`config.mk`:
```
export PLATFORM = sky130hd
export DESIGN_NAME = line_clear
export DESIGN_NICKNAME = d
export VERILOG_FILES = /design/src/rtl/line_clear_pkg.sv /design/src/rtl/line_clear_rowbuf.sv /design/src/rtl/line_clear.sv
export SDC_FILE = /design/constraint.sdc
export NUM_CORES = 1
export LEC_CHECK = 0
export CAP_MARGIN = 30
export CORE_MARGIN = 2
export CORE_UTILIZATION = 55
export DETAILED_ROUTE_END_ITERATION = 10
export PLACE_DENSITY = 0.87
export SLEW_MARGIN = 10
export SYNTH_ARGS = -nofsm -noshare
export SYNTH_HDL_FRONTEND = slang
export SYNTH_SLANG_ARGS = --single-unit
```
`constraint.sdc`:
```
create_clock -name CLOCK_50_i -period 2.7 [get_ports CLOCK_50_i]
set_clock_uncertainty 0.05 [all_clocks]
set_input_delay 0.27 -clock CLOCK_50_i [delete_from_list [all_inputs] [get_ports CLOCK_50_i]]
set_output_delay 0.27 -clock CLOCK_50_i [all_outputs]
set_load 0.02 [all_outputs]
```
`src/rtl/line_clear_pkg.sv`:
```
// line_clear_pkg: board geometry, widths and FSM state codes shared by the line-clear engine.
package tetris_pkg;
    localparam int COLS    = 10;
    localparam int ROWS    = 20;
    localparam int XW      = 4;
    localparam int YW      = 5;
    localparam int SCORE_W = 5;
    typedef logic [2:0] state_t;
    localparam state_t IDLE  = 3'd0;
    localparam state_t READ  = 3'd1;
    localparam state_t EVAL  = 3'd2;
    localparam state_t WRITE = 3'd3;
    localparam state_t NEXT  = 3'd4;
    localparam state_t CLEAR = 3'd5;
    localparam state_t DONE  = 3'd6;
endpackage

```
`src/rtl/line_clear_rowbuf.sv`:
```
// line_clear_rowbuf: shifts in one row of cells, x=0 first, and flags a full row.
module line_clear_rowbuf
    import tetris_pkg::*;
(
    input  logic            clk_i,
    input  logic            resetn_i,
    input  logic            shift_i,
    input  logic            bit_i,
    output logic [COLS-1:0] row_o,
    output logic            full_o
);
    logic [COLS-1:0] row_q, row_d;
    // After COLS shifts the first cell read sits in bit 0, so row_o[x] is cell x.
    assign row_d  = shift_i ? {bit_i, row_q[COLS-1:1]} : row_q;
    assign row_o  = row_q;
    assign full_o = &row_q;
    always_ff @(posedge clk_i) begin
        if (!resetn_i) row_q <= '0;
        else           row_q <= row_d;
    end
endmodule

```
`src/rtl/line_clear.sv`:
```
// line_clear: removes full rows from the board, compacts the rest downward and keeps the score.
module line_clear
    import tetris_pkg::*;
(
    input  logic               CLOCK_50_i,
    input  logic               resetn_i,
    input  logic               start_i,
    output logic               busy_o,
    output logic               done_o,
    output logic [XW-1:0]      rd_x_o,
    output logic [YW-1:0]      rd_y_o,
    input  logic               rd_data_i,
    output logic               we_o,
    output logic [XW-1:0]      wr_x_o,
    output logic [YW-1:0]      wr_y_o,
    output logic               wr_data_o,
    output logic [YW-1:0]      lines_o,
    output logic [SCORE_W-1:0] score_o
);
    state_t             state_q, state_d;
    logic [YW-1:0]      src_q, src_d, dst_q, dst_d, cnt_q, cnt_d, lines_q, lines_d;
    logic [XW-1:0]      x_q, x_d;
    logic [SCORE_W-1:0] score_q, score_d;
    logic [SCORE_W:0]   sum;
    logic [COLS-1:0]    row;
    logic               full;

    line_clear_rowbuf u_rowbuf (
        .clk_i    (CLOCK_50_i),
        .resetn_i (resetn_i),
        .shift_i  (state_q == READ && x_q != '0),
        .bit_i    (rd_data_i),
        .row_o    (row),
        .full_o   (full)
    );

    assign sum = {1'b0, score_q} + (SCORE_W+1)'(cnt_q);

    always_comb begin
        state_d = state_q;
        src_d   = src_q;
        dst_d   = dst_q;
        cnt_d   = cnt_q;
        x_d     = x_q;
        lines_d = lines_q;
        score_d = score_q;
        case (state_q)
            IDLE: if (start_i) begin
                state_d = READ;
                src_d   = YW'(ROWS-1);
                dst_d   = YW'(ROWS-1);
                cnt_d   = '0;
                x_d     = '0;
            end
            READ: begin
                x_d     = x_q == XW'(COLS) ? '0 : x_q + 1'b1;
                state_d = x_q == XW'(COLS) ? EVAL : READ;
            end
            // Rows that stay put or vanish advance straight to the next read.
            EVAL: if (!full && src_q != dst_q) state_d = WRITE;
            else begin
                cnt_d   = cnt_q + YW'(full);
                dst_d   = full ? dst_q : dst_q - 1'b1;
                src_d   = src_q == '0 ? src_q : src_q - 1'b1;
                state_d = src_q != '0 ? READ : (cnt_d == '0 ? DONE : CLEAR);
            end
            WRITE: begin
                x_d     = x_q == XW'(COLS-1) ? '0 : x_q + 1'b1;
                dst_d   = x_q == XW'(COLS-1) ? dst_q - 1'b1 : dst_q;
                state_d = x_q == XW'(COLS-1) ? NEXT : WRITE;
            end
            NEXT: begin
                src_d   = src_q == '0 ? src_q : src_q - 1'b1;
                state_d = src_q != '0 ? READ : (cnt_q == '0 ? DONE : CLEAR);
            end
            CLEAR: if (x_q == XW'(COLS-1)) begin
                x_d     = '0;
                dst_d   = dst_q - 1'b1;
                state_d = dst_q == '0 ? DONE : CLEAR;
            end else x_d = x_q + 1'b1;
            DONE: begin
                lines_d = cnt_q;
                score_d = sum[SCORE_W] ? '1 : sum[SCORE_W-1:0];
                state_d = IDLE;
            end
            default: state_d = IDLE;
        endcase
    end

    always_ff @(posedge CLOCK_50_i) begin
        if (!resetn_i) begin
            state_q <= IDLE;
            src_q   <= YW'(ROWS-1);
            dst_q   <= YW'(ROWS-1);
            cnt_q   <= '0;
            x_q     <= '0;
            lines_q <= '0;
            score_q <= '0;
        end else begin
            state_q <= state_d;
            src_q   <= src_d;
            dst_q   <= dst_d;
            cnt_q   <= cnt_d;
            x_q     <= x_d;
            lines_q <= lines_d;
            score_q <= score_d;
        end
    end

    assign busy_o    = state_q != IDLE && state_q != DONE;
    assign done_o    = state_q == DONE;
    assign rd_x_o    = (state_q == READ && x_q != XW'(COLS)) ? x_q : '0;
    assign rd_y_o    = state_q == READ ? src_q : '0;
    assign we_o      = state_q == WRITE || state_q == CLEAR;
    assign wr_x_o    = we_o ? x_q : '0;
    assign wr_y_o    = we_o ? dst_q : '0;
    assign wr_data_o = state_q == WRITE ? row[x_q] : 1'b0;
    assign lines_o   = lines_q;
    assign score_o   = score_q;
endmodule

```
==> out/summary.md <==
## Outcome
- finished clean — run status

## Clock network
- 0.29 ns — Clk Latency, worst-skew pair
- sky130_fd_sc_hd__clkbuf_8 — root buffer cell
- 0 — number of buffers inserted for hold repair after clock tree synthesis
- 2 — H-tree lvl count
- 0 — Post CTS Setup Buffer Count
- 2 — largest buffer count on any clock path
- 0.07 ns — clock transition time at the flip-flop clock pins of the worst setup and hold paths
- 42 — clk sink count
- built — TritonCTS clock tree
- 5 — CTS buffer count

## Floorplan
- 0.00475 mm2 — standard cell core area
- 74.6 um — horizontal die dimension
- 57.7% — starting utilization of the core area
- 36 — boundary pin count
- 0.00557 mm2 — area of the die
- 25 — row count
- 74.6 um — Die Y

## GRT
- 38.5% — met2 usage in global routing
- 0 — initial antenna violation count
- 23.8% — global router's overall resource usage
- 2329 — vias in the first global route
- 32 — maximum number of pins on one net before global-route repair
- 4.88% — routing usage on met3
- 31.7% — met1 track demand over resource in global routing
- met2 — Most Crowded Layer GR
- 10.4 mm — global-route wire length before repair
- 0 — gr ovfl total

## Cells and area
- 398 — Layout fillers
- 0.00324 mm2 — post-route cell area
- 18.3% — area grow syn2layout
- 0 — number of antenna repair diodes
- 379 — net count of the finished layout
- 8.54% — share of final-layout standard cells stronger than drive strength 1

## Worst setup path
- sky130_fd_sc_hd__clkdlybuf4s50_1 — critical path's slowest cell
- output pin — kind of capture point of the worst setup path
- mux4_2, nor2_1, nor2_1, a21oi_1, nor4_1, clkdlybuf4s50_1 — CP Cell Sequence
- sky130_fd_sc_hd__nor2_1 — Top cell by count, worst path
- x_q[0] — start point of the critical path
- register — sort of element at the start of the critical path
- 2.25 ns — data arrival time of the worst path
- 5 — highest fanout seen on the critical path
- x_q[0] — source of the worst register-to-register timing path
- 0.68 ns — longest individual stage delay on the worst path
- register to output pin — crit path kind
- 2.38 ns — WP data required

## STA
- 95.2% — final worst-path cycle share
- 0 ns — setup_tns
- 0.389 GHz — top achievable clock speed
- 0 — count of final max-slew check failures
- 0 — final setup fails
- 0.661 ns — pin slew with the least headroom to its limit
- 0 — final-report hold violation count
- 2.57 ns — min cycle time layout
- false — setup repair after global routing missed its margin
- 55.7% — Slew headroom

## Pwr
- 28.4% — proportion of total power due to net switching
- 386 mW/mm2 — total power per unit cell area
- 0.894 mW — Internal Power
- 0.356 mW — switching power total
- 52.1% — share of power burned in registers
- 1.24 nW — static power due to leakage
- 30.6% — portion of total power attributed to the clock network
- 17.4% — combinational group share of total power
- 0.277 mV — worst vdd ir

## Synthesis
- 0.00274 mm2 — Syn Std Cell Area
- 42 x sky130_fd_sc_hd__dfxtp_1, 30 x sky130_fd_sc_hd__nand2_1, 21 x sky130_fd_sc_hd__a21oi_1 — Synth top cells by count
- sky130_fd_sc_hd__dfxtp_1 — Main synth FF type
- 333 — instance count of the mapped netlist
- 30.7% — post-synth top area share
- 0% — fraction of synthesis flops using an asynchronous set or reset pin
- sky130_fd_sc_hd__dfxtp_1 — most common cell in the netlist
- 42 — post-synthesis sequential element count
- 8.23 um2 — per-instance average area after synthesis
- sky130_fd_sc_hd__dfxtp_1 31%, sky130_fd_sc_hd__mux2i_1 6.2%, sky130_fd_sc_hd__ha_1 5.0% — leading cell types by total area after synthesis
- 30.7% — share of synthesized area occupied by flip-flops and latches
- 0 — number of warning messages in the yosys log
- 349 — synthesized netlist net count
- 60 — post-synth cell types
- sky130_fd_sc_hd__dfxtp_1 — Synth area leader
- 0 — number of enable flip-flop cells after synthesis

## Routing
- 5.74 — average vias per placed instance
- 4 — first-pass iteration count of the detailed router
- 0 — number of remaining DRC errors
- 2469 — total vias in the final route
- 6.07 mm — detailed-route wire length
- 14.1 um — routed wirelength normalized by instance count
- 0 — post-route antenna net violation count
- 191 — count of routing violations after the opening detailed-route iteration

## Placed design
- 0.00315 mm2 — Post-DP Area
- 0.875 — Final Wtd Congestion
- 35 — Port-buffer cells
- 4.38 mm — detailed placer's ending HPWL

## Run
- 0 — number of violations of the max-capacitance limit

## Worst hold path
- register to register — Hold Path Class
- lines_o[4] — HP Start

==> cells in the final DEF, fill, tap and decap left out, drive strengths merged, types with 2 or more instances in the layout <==
master	n
dfxtp	42
o31ai	3
xor2	10
nand4	2
nand3	12
a21oi	21
a32o	2
or4	4
a21boi	7
nand3b	4
or3	5
o21ai	21
a211oi	7
nor4	3
clkdlybuf4s50	35
nor3	10
o211a	2
nor2	15
ha	11
mux4	2
inv	15
mux2i	17
nand2b	6
o22ai	2
or2	2
nor2b	14
and2	18
buf	8
nand2	30
clkbuf	7
a21o	4
==> power groups by stage <==
stage	registers, mW	logic (mW)	clock network [mW]
2_1_floorplan	0.651	0.162	0
3_3_place_gp	0.662	0.210	0
3_5_place_dp	0.663	0.213	0
4_1_cts	0.648	0.214	0.392
5_1_grt	0.652	0.240	0.410
6_report	0.651	0.217	0.382
==> flip-flops by register name (all words and copies together), names as in the netlist <==
name and cells:
cnt_q 5, dst_q 5, lines_o 5, score_o 5, src_q 5, state_q 3, u_rowbuf.row_o 10, x_q 4
==> repair_timing <==
action,4_1_cts,5_1_grt
gates resized for setup,0,5
setup endpoints to repair,0,19
endpoints found under the hold margin,0,0
==> through the flow <==
stage                     hold slack, ns  worst slack (ns)  util, %  total power, mW  std cells
after floorplan                    0.390             0.691        -            0.814        333
after global placement             0.406             0.416     66.3            0.872        423
after detailed placement           0.414             0.363     66.3            0.876        423
after CTS                          0.424            0.0225     67.9             1.25        430
after global routing               0.451            0.0266     68.2             1.30        430
final                              0.420             0.130     68.2             1.25        430
==> final cells by class <==
type | count | area, um2 | share of cell area (%)
Clock buffer | 7 | 76.3 | 2.35
Inverter | 16 | 63.8 | 1.97
Multi-Input combinational cell | 255 | 1760 | 54.4
Sequential cell | 42 | 845 | 26.1
Tap cell | 67 | 83.8 | 2.59
Timing Repair Buffer | 43 | 410 | 12.7
==> cells by family (layout without fill, tap and decap cells) <==
group           after synthesis  count (layout)  share of synthesized area [%]
buf+inv                      36              66                           5.25
flops                        42              42                           30.7
xor+xnor                     11              11                           3.51
compound gates               78              78                           18.6
mux                          20              20                           8.26
fa+ha+maj                    12              12                           5.75
simple gates                134             134                           27.9
==> layer usage <==
layer | wire length, um | vias up
li1 | - | 1235
met1 | 2830 | 1142
met2 | 2840 | 84
met3 | 328 | 8
met4 | 64 | 0
met5 | 0 | -
==> final timing paths <==
check                     to  slack [ns]  cells past startpoint
hold / removal    lines_o[4]        0.42                      2
setup / recovery   wr_data_o        0.13                      6
setup reg to reg    dst_q[1]        0.43                      6
hold reg to reg   lines_o[4]        0.42                      2
==> critical path: cells and delay by family, from the launching register on <==
family | cells | cell delay, ns
and+or+nand+nor | 3 | 0.49
AOI/OAI and AO/OA | 1 | 0.05
buffers and inverters | 1 | 0.68
DFF | 1 | 0.38
muxes | 1 | 0.36
Note: power is estimated with default switching activity, not from simulation.
==> RTL change, RTL diff (config.mk and constraints unchanged) <==
Change the package constant `COLS` from 10 to 20.
--- a/src/rtl/line_clear_pkg.sv
+++ b/src/rtl/line_clear_pkg.sv
@@ -1,6 +1,6 @@
 // line_clear_pkg: board geometry, widths and FSM state codes shared by the line-clear engine.
 package tetris_pkg;
-    localparam int COLS    = 10;
+    localparam int COLS    = 20;
     localparam int ROWS    = 20;
     localparam int XW      = 4;
     localparam int YW      = 5;
Check against the original RTL: not equivalent (Yosys sat finds a counterexample within 10 cycles, from zero or initial values and one cycle with resetn_i low).
==> RTL change against the original RTL <==
Worst setup slack got worse by 0.035 ns; cell area grew 8.3%; total power increased by 28%; wire length up 17%; non-clock buffer count increased by 5; register-to-register slack worse by 0.25 ns; sequential cell count is 10 higher; sequential share of layout area up 3.7 points; synthesized area increased by 7.3%.
==> RTL change: results (changes against the original RTL) <==
| Metric | Value |
|---|---|
| Area after DPL | 3400 µm² (+8.0%) |
| Placer Congestion | 0.927 (+5.9%) |
| M1 GR Usage | 30.5% (-1.2 points) |
| Wl on met1 | 3.03 mm (+6.8%) |
| P_leak | 0.00136 µW (+9.8%) |
| Yosys cell types | 55 (-8.3%) |
| Iter 0 DRT Violations | 218 (+14%) |
| Largest register FFs | 20 (+10) |
| Cell family with most CP delay | multiplexers |
| Mux cell area share after synthesis | 5.40% (-2.9 points) |
| Register area share after synthesis | 35.4% (+4.7 points) |
| DR WL met3 | 355 µm (+8.2%) |
| Hold Startpoint | lines_o[2]$_SDFFE_PN0P_ |
| Arrival @ worst endpoint | 2.29 ns (+0.04 ns) |
| Fill cell count | 447 (+12%) |
| Layout cells sized above 1 | 10.5% (+2.0 points) |
| Clk_lat worst skew | 0.31 ns (+0.02 ns) |
| Delay of the slowest critical-path stage | 0.50 ns (-0.18 ns) |
| Post-DP HPWL | 5.17 mm (+18%) |
| Drt wl/cell | 14.8 µm (+5.1%) |
| Net Count, Synth | 387 (+11%) |
| Fin util | 68.3% (+0.12 points) |
| Worst slew margin | 43.5% (-12 points) |
| Nets | 425 (+12%) |
| Worst-path fanout max | 6 (+1) |
| Switching pwr | 479 µW (+35%) |
| Met3 usage | 3.76% (-1.1 points) |
| Tot GR Track Use | 24.4% (+0.63 points) |
| PostCTS Resize Cnt | 1 (+1) |
| Dominant cells by area after synthesis | dfxtp_1 (35%), nand2_1 (9.1%), a21oi_1 (7.7%), ha_1 (5.5%), mux4_2 (3.1%) |
| Cell Count Post-Placement | 470 (+11%) |
| Routed wl met2 | 3.61 mm (+27%) |
| R2R Path End | dst_q[3]$_SDFFE_PN0P_ |
| Post-route DRC | 0 (unchanged) |
| Hold Crit Endpoint | lines_o[2]$_SDFFE_PN0P_ |
| M2 GR Usage | 43.0% (+4.5 points) |
| Largest net degree at the start of global routing | 34 (+6.3%) |
| Vias in the first global route | 2666 (+14%) |
| Peak supply drop | 0.440 mV (+59%) |
| Slowest-stage cell, CP | mux4_1 |
| First-pass GRT wire length | 12.0 mm (+16%) |
| FF-to-FF Start | x_q[1]$_SDFFE_PN0P_ |
| Outcome | completed |
| Worst Reg-to-Reg Cells | 7 (+1) |
| Compound-Gate Fraction of Synth Area | 17.7% (-0.93 points) |
| Antenna Cells | 0 (unchanged) |
| DR vias | 2783 (+13%) |
| Mapped Cells | 369 (+11%) |
## RTL change: stage by stage
stage                     hold WS [ns]  setup WS [ns]
after floorplan                  0.356          0.449
after global placement           0.393          0.201
after detailed placement         0.400          0.161
after CTS                        0.414         0.0348
after global routing             0.438         0.0338
final                            0.414         0.0949
## RTL change: power groups by stage
stage | Combinational (µW) | Sequential [µW] | Clock, µW
6_report | 318 | 801 | 478
5_1_grt | 349 | 804 | 512
4_1_cts | 314 | 799 | 480
3_5_place_dp | 312 | 817 | 0
3_3_place_gp | 303 | 816 | 0
2_1_floorplan | 220 | 804 | 0
## RTL change: tightest hold or removal path, cell delays in order, from the launching register on
cell     delay [ns]
dfxtp_1        0.32
nand2_1        0.05
a21oi_1        0.05
## RTL change: area by class of cell
cell class              count  share of cell area, %
well taps                  70                   2.49
multi-input cells         283                   50.4
clock buffers               6                   2.35
inverters                  17                   1.82
flip-flops and latches     52                   29.7
repair buffers             48                   12.8
clock inverters             2                  0.428
